**config.mk**
```make
export PLATFORM = sky130hd
export DESIGN_NAME = fetch_unit
export DESIGN_NICKNAME = d
export VERILOG_FILES = /design/src/rtl/fetch_unit.sv
export SDC_FILE = /design/constraint.sdc
export NUM_CORES = 1
export LEC_CHECK = 0
export CAP_MARGIN = 20
export CORE_MARGIN = 5
export CORE_UTILIZATION = 29
export CTS_BUF_LIST = sky130_fd_sc_hd__clkbuf_8
export DETAILED_ROUTE_END_ITERATION = 7
export PLACE_DENSITY = 0.56
export REMOVE_ABC_BUFFERS = 1
export SLEW_MARGIN = 20
export SYNTH_ARGS = -nofsm -noshare
export SYNTH_HDL_FRONTEND = slang
export SYNTH_SLANG_ARGS = --single-unit
```
**constraint.sdc**
```tcl
create_clock -name clk -period 8.65 [get_ports clk]
set_clock_uncertainty 0.05 [all_clocks]
set_input_delay 1.73 -clock clk [delete_from_list [all_inputs] [get_ports clk]]
set_output_delay 1.73 -clock clk [all_outputs]
set_load 0.005 [all_outputs]
```
**src/rtl/fetch_unit.sv**
```systemverilog
// Instruction fetch front end: one outstanding memory request, a 2-entry
// {instr, pc} queue toward decode, and redirect handling that squashes stale work.
module fetch_unit #(
  parameter int               WIDTH    = 32,
  parameter logic [WIDTH-1:0] RESET_PC = '0
) (
  input  logic             clk,
  input  logic             rst_n,
  output logic             imem_req,
  output logic [WIDTH-1:0] imem_addr,
  input  logic             imem_gnt,
  input  logic             imem_rvalid,
  input  logic [WIDTH-1:0] imem_rdata,
  input  logic             redirect_valid,
  input  logic [WIDTH-1:0] redirect_pc,
  output logic             if_valid,
  output logic [WIDTH-1:0] if_instr,
  output logic [WIDTH-1:0] if_pc,
  input  logic             id_ready
);

  typedef enum logic [1:0] {
    IDLE      = 2'd0,
    WAIT      = 2'd1,
    WAIT_KILL = 2'd2
  } state_t;

  localparam logic [WIDTH-1:0] INSTR_BYTES = WIDTH'(4);
  localparam logic [WIDTH-1:0] ALIGN_MASK  = ~WIDTH'(3);

  state_t           state;
  logic [WIDTH-1:0] pc;
  logic [WIDTH-1:0] tag;

  logic [WIDTH-1:0] fifo_instr [2];
  logic [WIDTH-1:0] fifo_pc    [2];
  logic             rd_ptr;
  logic             wr_ptr;
  logic [1:0]       fifo_count;

  logic             grant;
  logic             push;
  logic             pop;
  logic [WIDTH-1:0] redirect_target;

  // A full queue blocks new requests, so a granted response always has a slot.
  assign imem_req        = rst_n && (state == IDLE) && (fifo_count != 2'd2);
  assign imem_addr       = pc;
  assign grant           = imem_req && imem_gnt;
  assign if_valid        = (fifo_count != 2'd0);
  assign if_instr        = fifo_instr[rd_ptr];
  assign if_pc           = fifo_pc[rd_ptr];
  assign pop             = if_valid && id_ready;
  assign push            = (state == WAIT) && imem_rvalid && !redirect_valid;
  assign redirect_target = redirect_pc & ALIGN_MASK;

  // NOTE: sequential state uses <= only, so every register sees pre-edge values.
  always_ff @(posedge clk) begin
    if (!rst_n) begin
      state <= IDLE;
      pc    <= RESET_PC;
      tag   <= '0;
    end else begin
      unique case (state)
        IDLE: begin
          if (grant) state <= redirect_valid ? WAIT_KILL : WAIT;
        end
        WAIT: begin
          if (imem_rvalid)         state <= IDLE;
          else if (redirect_valid) state <= WAIT_KILL;
        end
        WAIT_KILL: begin
          if (imem_rvalid) state <= IDLE;
        end
        default: state <= IDLE;
      endcase

      // A redirect overrides the increment even when the same cycle was granted.
      if (redirect_valid)  pc <= redirect_target;
      else if (grant)      pc <= pc + INSTR_BYTES;

      if (grant && !redirect_valid) tag <= pc;
    end
  end

  always_ff @(posedge clk) begin
    if (!rst_n) begin
      rd_ptr     <= 1'b0;
      wr_ptr     <= 1'b0;
      fifo_count <= 2'd0;
      // NOTE: the storage is cleared too so if_instr/if_pc read zero out of reset.
      for (int i = 0; i < 2; i++) begin
        fifo_instr[i] <= '0;
        fifo_pc[i]    <= '0;
      end
    end else if (redirect_valid) begin
      rd_ptr     <= 1'b0;
      wr_ptr     <= 1'b0;
      fifo_count <= 2'd0;
    end else begin
      if (push) begin
        fifo_instr[wr_ptr] <= imem_rdata;
        fifo_pc[wr_ptr]    <= tag;
        wr_ptr             <= ~wr_ptr;
      end
      if (pop) rd_ptr <= ~rd_ptr;

      unique case ({push, pop})
        2'b10:   fifo_count <= fifo_count + 2'd1;
        2'b01:   fifo_count <= fifo_count - 2'd1;
        default: fifo_count <= fifo_count;
      endcase
    end
  end

  logic [2:0] occupancy;
  assign occupancy = {1'b0, fifo_count} + {2'b00, (state != IDLE)};

  a_no_overflow: assert property (@(posedge clk) disable iff (!rst_n)
    !(push && !pop && fifo_count == 2'd2));
  a_no_underflow: assert property (@(posedge clk) disable iff (!rst_n)
    !(pop && fifo_count == 2'd0));
  a_occupancy: assert property (@(posedge clk) disable iff (!rst_n)
    occupancy <= 3'd2);

endmodule

```
==> impl_metrics.tcl, run 1 <==
set metrics [dict create \
    drive_gt1_share_pct 12.6 \
    fin_crit_sh_pct 60.3 \
    h-tree-depth 4 \
    status "finished clean" \
    grt_pass1_wl_um 35500 \
    min_period_ns 5.22 \
    end_kind "primary output" \
    hold_class "register to register" \
    synth_edf_count 124 \
    layout_commonest_cell "clkdlybuf4s50_1" \
    drtAntennaViolNets 0 \
    num_rows 63 \
    worstHoldStart "tag[31]$_SDFFE_PN0P_" \
    clkSinkCount 191 \
    ir_drop_v 0.0000817 \
    dpl.hpwl_um 15000 \
    antenna_found_initial 0 \
    num-fill-cells 2903 \
    slew_violations 0 \
    drc_errors 0 \
    grt_max_degree 63 \
    p_per_area_mw_per_mm2 160 \
    path_clk_slew_ns 0.09 \
    cp.arrival_ns 3.44 \
    cts_buffer_depth 2 \
    overflow 0 \
    grt_setup_unrepaired "no" \
    dr.pass1.iters 4 \
    die_y_um 183 \
    crit_chain "clkdlybuf4s50_1 -> buf_4 -> nand2b_1 -> nor3_1 -> clkdlybuf4s50_1" \
    die-area_mm2 0.0335 \
    drv.max_cap_violation_count 0 \
    cts_tree "built" \
    r2r_start "state[0]$_SDFFE_PN0P_" \
    fin_nets 976 \
    synth_top_area_cell "edfxtp_1" \
    via_per_inst 4.75 \
    worst-setup-path-type "primary input to primary output" \
    syn-cell-area_mm2 0.00868 \
    p_leak_nw 3.73 \
    grt_pass1_vias 6155 \
    hold_depth 2 \
    avgSynthCellArea_um2 11.3 \
    ys_ff_latch 191 \
    r2r-end "fifo_pc[0][29]$_SDFFCE_PN0P_" \
    dr_total_vias 6208 \
    port_buffers 161 \
    ys.flop_type "edfxtp_1" \
    ys_types 56 \
    slew_headroom_pct 31.3 \
    track_usage_pct 13.6 \
    r2r_slack_ns 5.79 \
    gp_congestion 0.791 \
    hold_violations 0 \
    ys_seq_area_share_pct 58.4 \
    whs_endpoint "tag[31]$_SDFFE_PN0P_" \
    syn_to_final_growth_pct 27.3 \
    first_iter_violations 405 \
    setup_viol 0 \
    dpl-instance-area_mm2 0.0107 \
    clk_latency_ns 0.45 \
    synth_area_leaders "edfxtp_1, dfxtp_1, and2_1" \
    worst_path_largest_cell_delay_ns 0.55 \
    postCtsSetupBuffers 0 \
    multi_input_comb_area_mm2 0.00341 \
    netlist_instances 767 \
    cp_max_fo 37 \
    crit_path_start_kind "primary input" \
    synth.top_cell.area_share_pct 42.9 \
    wire_per_inst_um 17.8 \
    reg2reg_depth 4 \
    async_reset_ff_share_pct 0 \
    critPathSlowestCell "clkdlybuf4s50_1" \
    worst_pin_slew_ns 1.03 \
    start_util_pct 29.4 \
    layout_common_cells "clkdlybuf4s50_1, and2_1, edfxtp_1" \
    finalSetupTns_ns 0 \
    fin_area_mm2 0.0111 \
    cts-root-buf "clkbuf_8" \
    postCtsHoldBufs 0 \
    postRouteWirelength_um 23200 \
    core_mm2 0.0296 \
    yosys_warnings 0 \
    antennaDiodeCount 0 \
    pin_count 168 \
    postCtsResizedCells 0 \
    cts_buffers 17 \
    timing.fmax_mhz 192 \
    seqCellArea_mm2 0.00507 \
    required_ns 6.87 \
    die_w_um 183 \
    crit_top_cell "clkdlybuf4s50_1" \
]
[per-stage QoR]
stage / total power (W) / hold WS [ns] / utilization [%] / instances / setup slack [ns]
5_1_grt: 0.00185 / 0.434 / 37.4 / 1307 / 3.28
3_3_place_gp: 0.00121 / 0.397 / 36.1 / 1275 / 3.39
2_1_floorplan: 0.00110 / 0.390 / - / 714 / 1.04
3_5_place_dp: 0.00122 / 0.401 / 36.1 / 1275 / 3.42
6_report: 0.00177 / 0.412 / 37.4 / 1307 / 3.43
4_1_cts: 0.00180 / 0.417 / 37.4 / 1307 / 3.41
[cell usage after synthesis, types with 3 or more instances]
library cell,count
and2_1,129
edfxtp_1,124
nand2_1,82
dfxtp_1,67
mux2_2,62
clkbuf_1,38
a21oi_1,33
o21ai_0,32
nor2_1,22
nand3_1,14
a31oi_1,12
nand4_1,11
nor3_1,11
buf_2,10
nor4_1,10
or4_1,10
o31ai_1,9
and4_1,8
a211oi_1,7
or3_1,7
buf_4,5
inv_1,4
nand2b_1,4
nor2b_1,4
xnor2_1,4
o31a_1,3
o41a_1,3
or2_2,3
xor2_1,3
[worst max-delay path, delay by kind of cell]
family / cells / cell delay, ns
buf+inv: 3 / 1.36
simple gates: 2 / 0.34
[cells by family after synthesis]
group	count (synthesis)	synth area share [%]
DFF	191	58.4
muxes	62	8.04
other	1	0.0432
buffers and inverters	61	3.08
xor gates and xnor gates	7	0.706
and+or+nand+nor	330	21.3
adders and majority gates	2	0.288
AOI/OAI and AO/OA	113	8.13
[flip-flops by register name, summed over array words and instances, names as in the netlist, named ones only]
| signal | count |
|---|---|
| fifo_instr | 64 |
| fifo_pc | 60 |
| imem_addr | 30 |
| tag | 30 |
| fifo_count | 2 |
| state | 2 |
| rd_ptr | 1 |
| wr_ptr | 1 |
[report_power, final]
group,switching [W],leakage (nW),internal (W)
Sequential,0.0000289,1.83,0.00100
Clock,0.000323,0.198,0.000253
Combinational,0.0000725,1.71,0.0000896
Total,0.000425,3.73,0.00134
[layer usage]
metal	vias to the layer above	part of all wire, %	GRT usage (%)
li1	3039	-	-
met1	2997	45	18.1
met2	163	49	23.2
met3	9	4.8	2.64
met4	0	0.66	2.68
met5	-	0	0
[worst max-delay path by stage]
| stage | slack [ns] | depth (start not counted) | to | start |
|---|---|---|---|---|
| after CTS | 3.41 | 5 | imem_req | rst_n |
| after floorplan | 1.04 | 3 | fifo_instr[1][0]$_SDFFCE_PN0P_ | redirect_valid |
| after global placement | 3.39 | 5 | imem_req | rst_n |
| after global routing | 3.28 | 5 | imem_req | rst_n |
| after detailed placement | 3.42 | 5 | imem_req | rst_n |
| final | 3.43 | 5 | imem_req | rst_n |
[area by class of cell]
cell class / count / area share, %
Clock buffer: 20 / 2.49
Timing Repair Buffer: 171 / 15.3
Clock inverter: 12 / 0.996
Tap cell: 390 / 4.41
Inverter: 5 / 0.170
Sequential cell: 191 / 45.9
Multi-Input combinational cell: 518 / 30.8
No activity file was read; power rests on OpenSTA's default activity.
==> run 2: changes to the inputs <==
--- a/config.mk
+++ b/config.mk
@@ -10,7 +10,7 @@
 export CORE_UTILIZATION = 29
 export CTS_BUF_LIST = sky130_fd_sc_hd__clkbuf_8
 export DETAILED_ROUTE_END_ITERATION = 7
-export PLACE_DENSITY = 0.56
+export PLACE_DENSITY = 0.58
 export REMOVE_ABC_BUFFERS = 1
 export SLEW_MARGIN = 20
 export SYNTH_ARGS = -nofsm -noshare
==> constraint.sdc (replaced) <==
create_clock -name clk -period 4.7 [get_ports clk]
set_clock_uncertainty 0.05 [all_clocks]
set_input_delay 0.94 -clock clk [delete_from_list [all_inputs] [get_ports clk]]
set_output_delay 0.94 -clock clk [all_outputs]
set_load 0.005 [all_outputs]
==> run 2 against run 1 <==
Cell area up 0.49%. Utilization up 0.18 points. Sequential share of layout area is 0.22 points lower. Critical path type is now register to primary output. Critical endpoint is now if_pc[4]. Highest routed layer unchanged.
==> impl_metrics.tcl, run 2 (synthesis results as in run 1) <==
set metrics [dict create \
    cp.arrival_ns 2.38 \
    overflow 0 \
    power.switching_w 0.000826 \
    pin_count 168 \
    layout_common_cells "clkdlybuf4s50_1, and2_1, edfxtp_1" \
    p_per_area_mw_per_mm2 296 \
    slew_violations 0 \
    drive_gt1_share_pct 13.2 \
    place_inst 1278 \
    cp_max_fo 62 \
    cts_buffers 17 \
    largest_register_ff_count 64 \
    finalSetupTns_ns 0 \
    antennaDiodeCount 0 \
    wire_per_inst_um 17.9 \
    dr.pass1.iters 5 \
    path_delay_family "flip-flops" \
    num_rows 63 \
    regMostFlops "fifo_instr" \
    timing.fmax_mhz 296 \
    comb_power_share_pct 9.3 \
    final_cells 1310 \
    track_usage_pct 13.7 \
    slew_headroom_pct 35.9 \
    min_period_ns 3.37 \
    path_clk_slew_ns 0.10 \
    grt_max_degree 63 \
    start_util_pct 29.4 \
    status "finished clean" \
    die_w_um 183 \
    ir_drop_v 0.000150 \
    grt_pass1_vias 6139 \
    antenna_found_initial 0 \
    r2r_slack_ns 2.33 \
    core_mm2 0.0296 \
    critPathSlowestCell "dfxtp_4" \
    multi_input_comb_area_mm2 0.00340 \
    drc_errors 0 \
    crit_chain "mux2_2 -> clkdlybuf4s50_1" \
    p_clk_share_pct 33.2 \
    postCtsHoldBufs 0 \
    dpl.hpwl_um 15300 \
    fin_nets 979 \
    drtAntennaViolNets 0 \
    gp_congestion 0.776 \
    postCtsResizedCells 0 \
    postRouteWirelength_um 23400 \
    fin_crit_sh_pct 71.8 \
    worst-path-buf-inv 1 \
    h-tree-depth 4 \
    first_iter_violations 346 \
    switching_share_pct 25.1 \
    hold_violations 0 \
    cts_tree "built" \
    hold_class "register to register" \
    worst-setup-path-type "register to primary output" \
    dr_total_vias 6258 \
    num-fill-cells 2912 \
    internal_power_w 0.00246 \
    clk_latency_ns 0.46 \
    postCtsSetupBuffers 0 \
    worst_pin_slew_ns 0.962 \
    grt_pass1_wl_um 35900 \
    largestRegisters "fifo_instr (64), fifo_pc (60)" \
    required_ns 3.71 \
    die_y_um 183 \
    p_leak_nw 3.76 \
    end_kind "primary output" \
    cts_buffer_depth 2 \
    r2r_start "state[0]$_SDFFE_PN0P_" \
    via_per_inst 4.78 \
    syn_to_final_growth_pct 28.0 \
    drv.max_cap_violation_count 0 \
    grt_setup_unrepaired "no" \
    port_buffers 161 \
    clkSinkCount 191 \
    cts-root-buf "clkbuf_8" \
    worstHoldStart "tag[4]$_SDFFE_PN0P_" \
    die-area_mm2 0.0335 \
    setup_viol 0 \
    seqPwrFrac_pct 57.5 \
    layout_commonest_cell "clkdlybuf4s50_1" \
    seqCellArea_mm2 0.00507 \
    crit_path_start_kind "register" \
    worst_path_largest_cell_delay_ns 0.98 \
]
## run 2: worst reg2reg max path, cell delays in order (launching register included)
cell and delay [ns]:
dfxtp_1 0.44, nand3b_1 0.14, nand2b_1 0.34, o21ai_4 0.64, buf_12 0.35
## run 2: final timing paths
kind	to	depth (start not counted)
worst max-delay path	if_pc[4]	2
worst min-delay path	tag[4]$_SDFFE_PN0P_	2
worst max register to register	fifo_pc[0][11]$_SDFFCE_PN0P_	4
worst min register to register	tag[4]$_SDFFE_PN0P_	2
## run 2: layout make-up
class / instances / share of cell area (%)
clock inverters: 14 / 1.35
multi-input cells: 518 / 30.6
well taps: 390 / 4.39
flip-flops and latches: 191 / 45.6
repair buffers: 174 / 15.6
inverters: 5 / 0.169
clock buffers: 18 / 2.23
## run 2: layer usage
| metal | vias to the layer above | routed length (um) | global-route usage [%] | share of wire [%] |
|---|---|---|---|---|
| met2 | 152 | 11200 | 22.4 | 48 |
| li1 | 3052 | - | - | - |
| met1 | 3045 | 10900 | 19.2 | 47 |
| met3 | 9 | 1110 | 2.82 | 4.7 |
| met5 | - | 0 | 0 | 0 |
| met4 | 0 | 178 | 2.77 | 0.76 |
## run 2: per-stage QoR
stage	cell area, um^2	setup slack (ns)	utilization [%]	hold slack [ns]	total power (W)
6_report	11100	1.33	37.6	0.416	0.00329
5_1_grt	11100	1.17	37.6	0.432	0.00344
4_1_cts	11100	1.23	37.6	0.419	0.00334
3_5_place_dp	10700	1.30	36.2	0.404	0.00224
3_3_place_gp	10700	1.29	36.2	0.398	0.00224
2_1_floorplan	8440	-2.12	-	0.390	0.00203
## run 2: power by group through the flow
stage                     Combinational [W]  Clock (W)  Sequential [W]
after floorplan                    0.000107          0         0.00192
after global placement             0.000308          0         0.00193
after detailed placement           0.000309          0         0.00193
after CTS                          0.000310    0.00114         0.00189
after global routing               0.000330    0.00121         0.00190
final                              0.000304    0.00109         0.00189
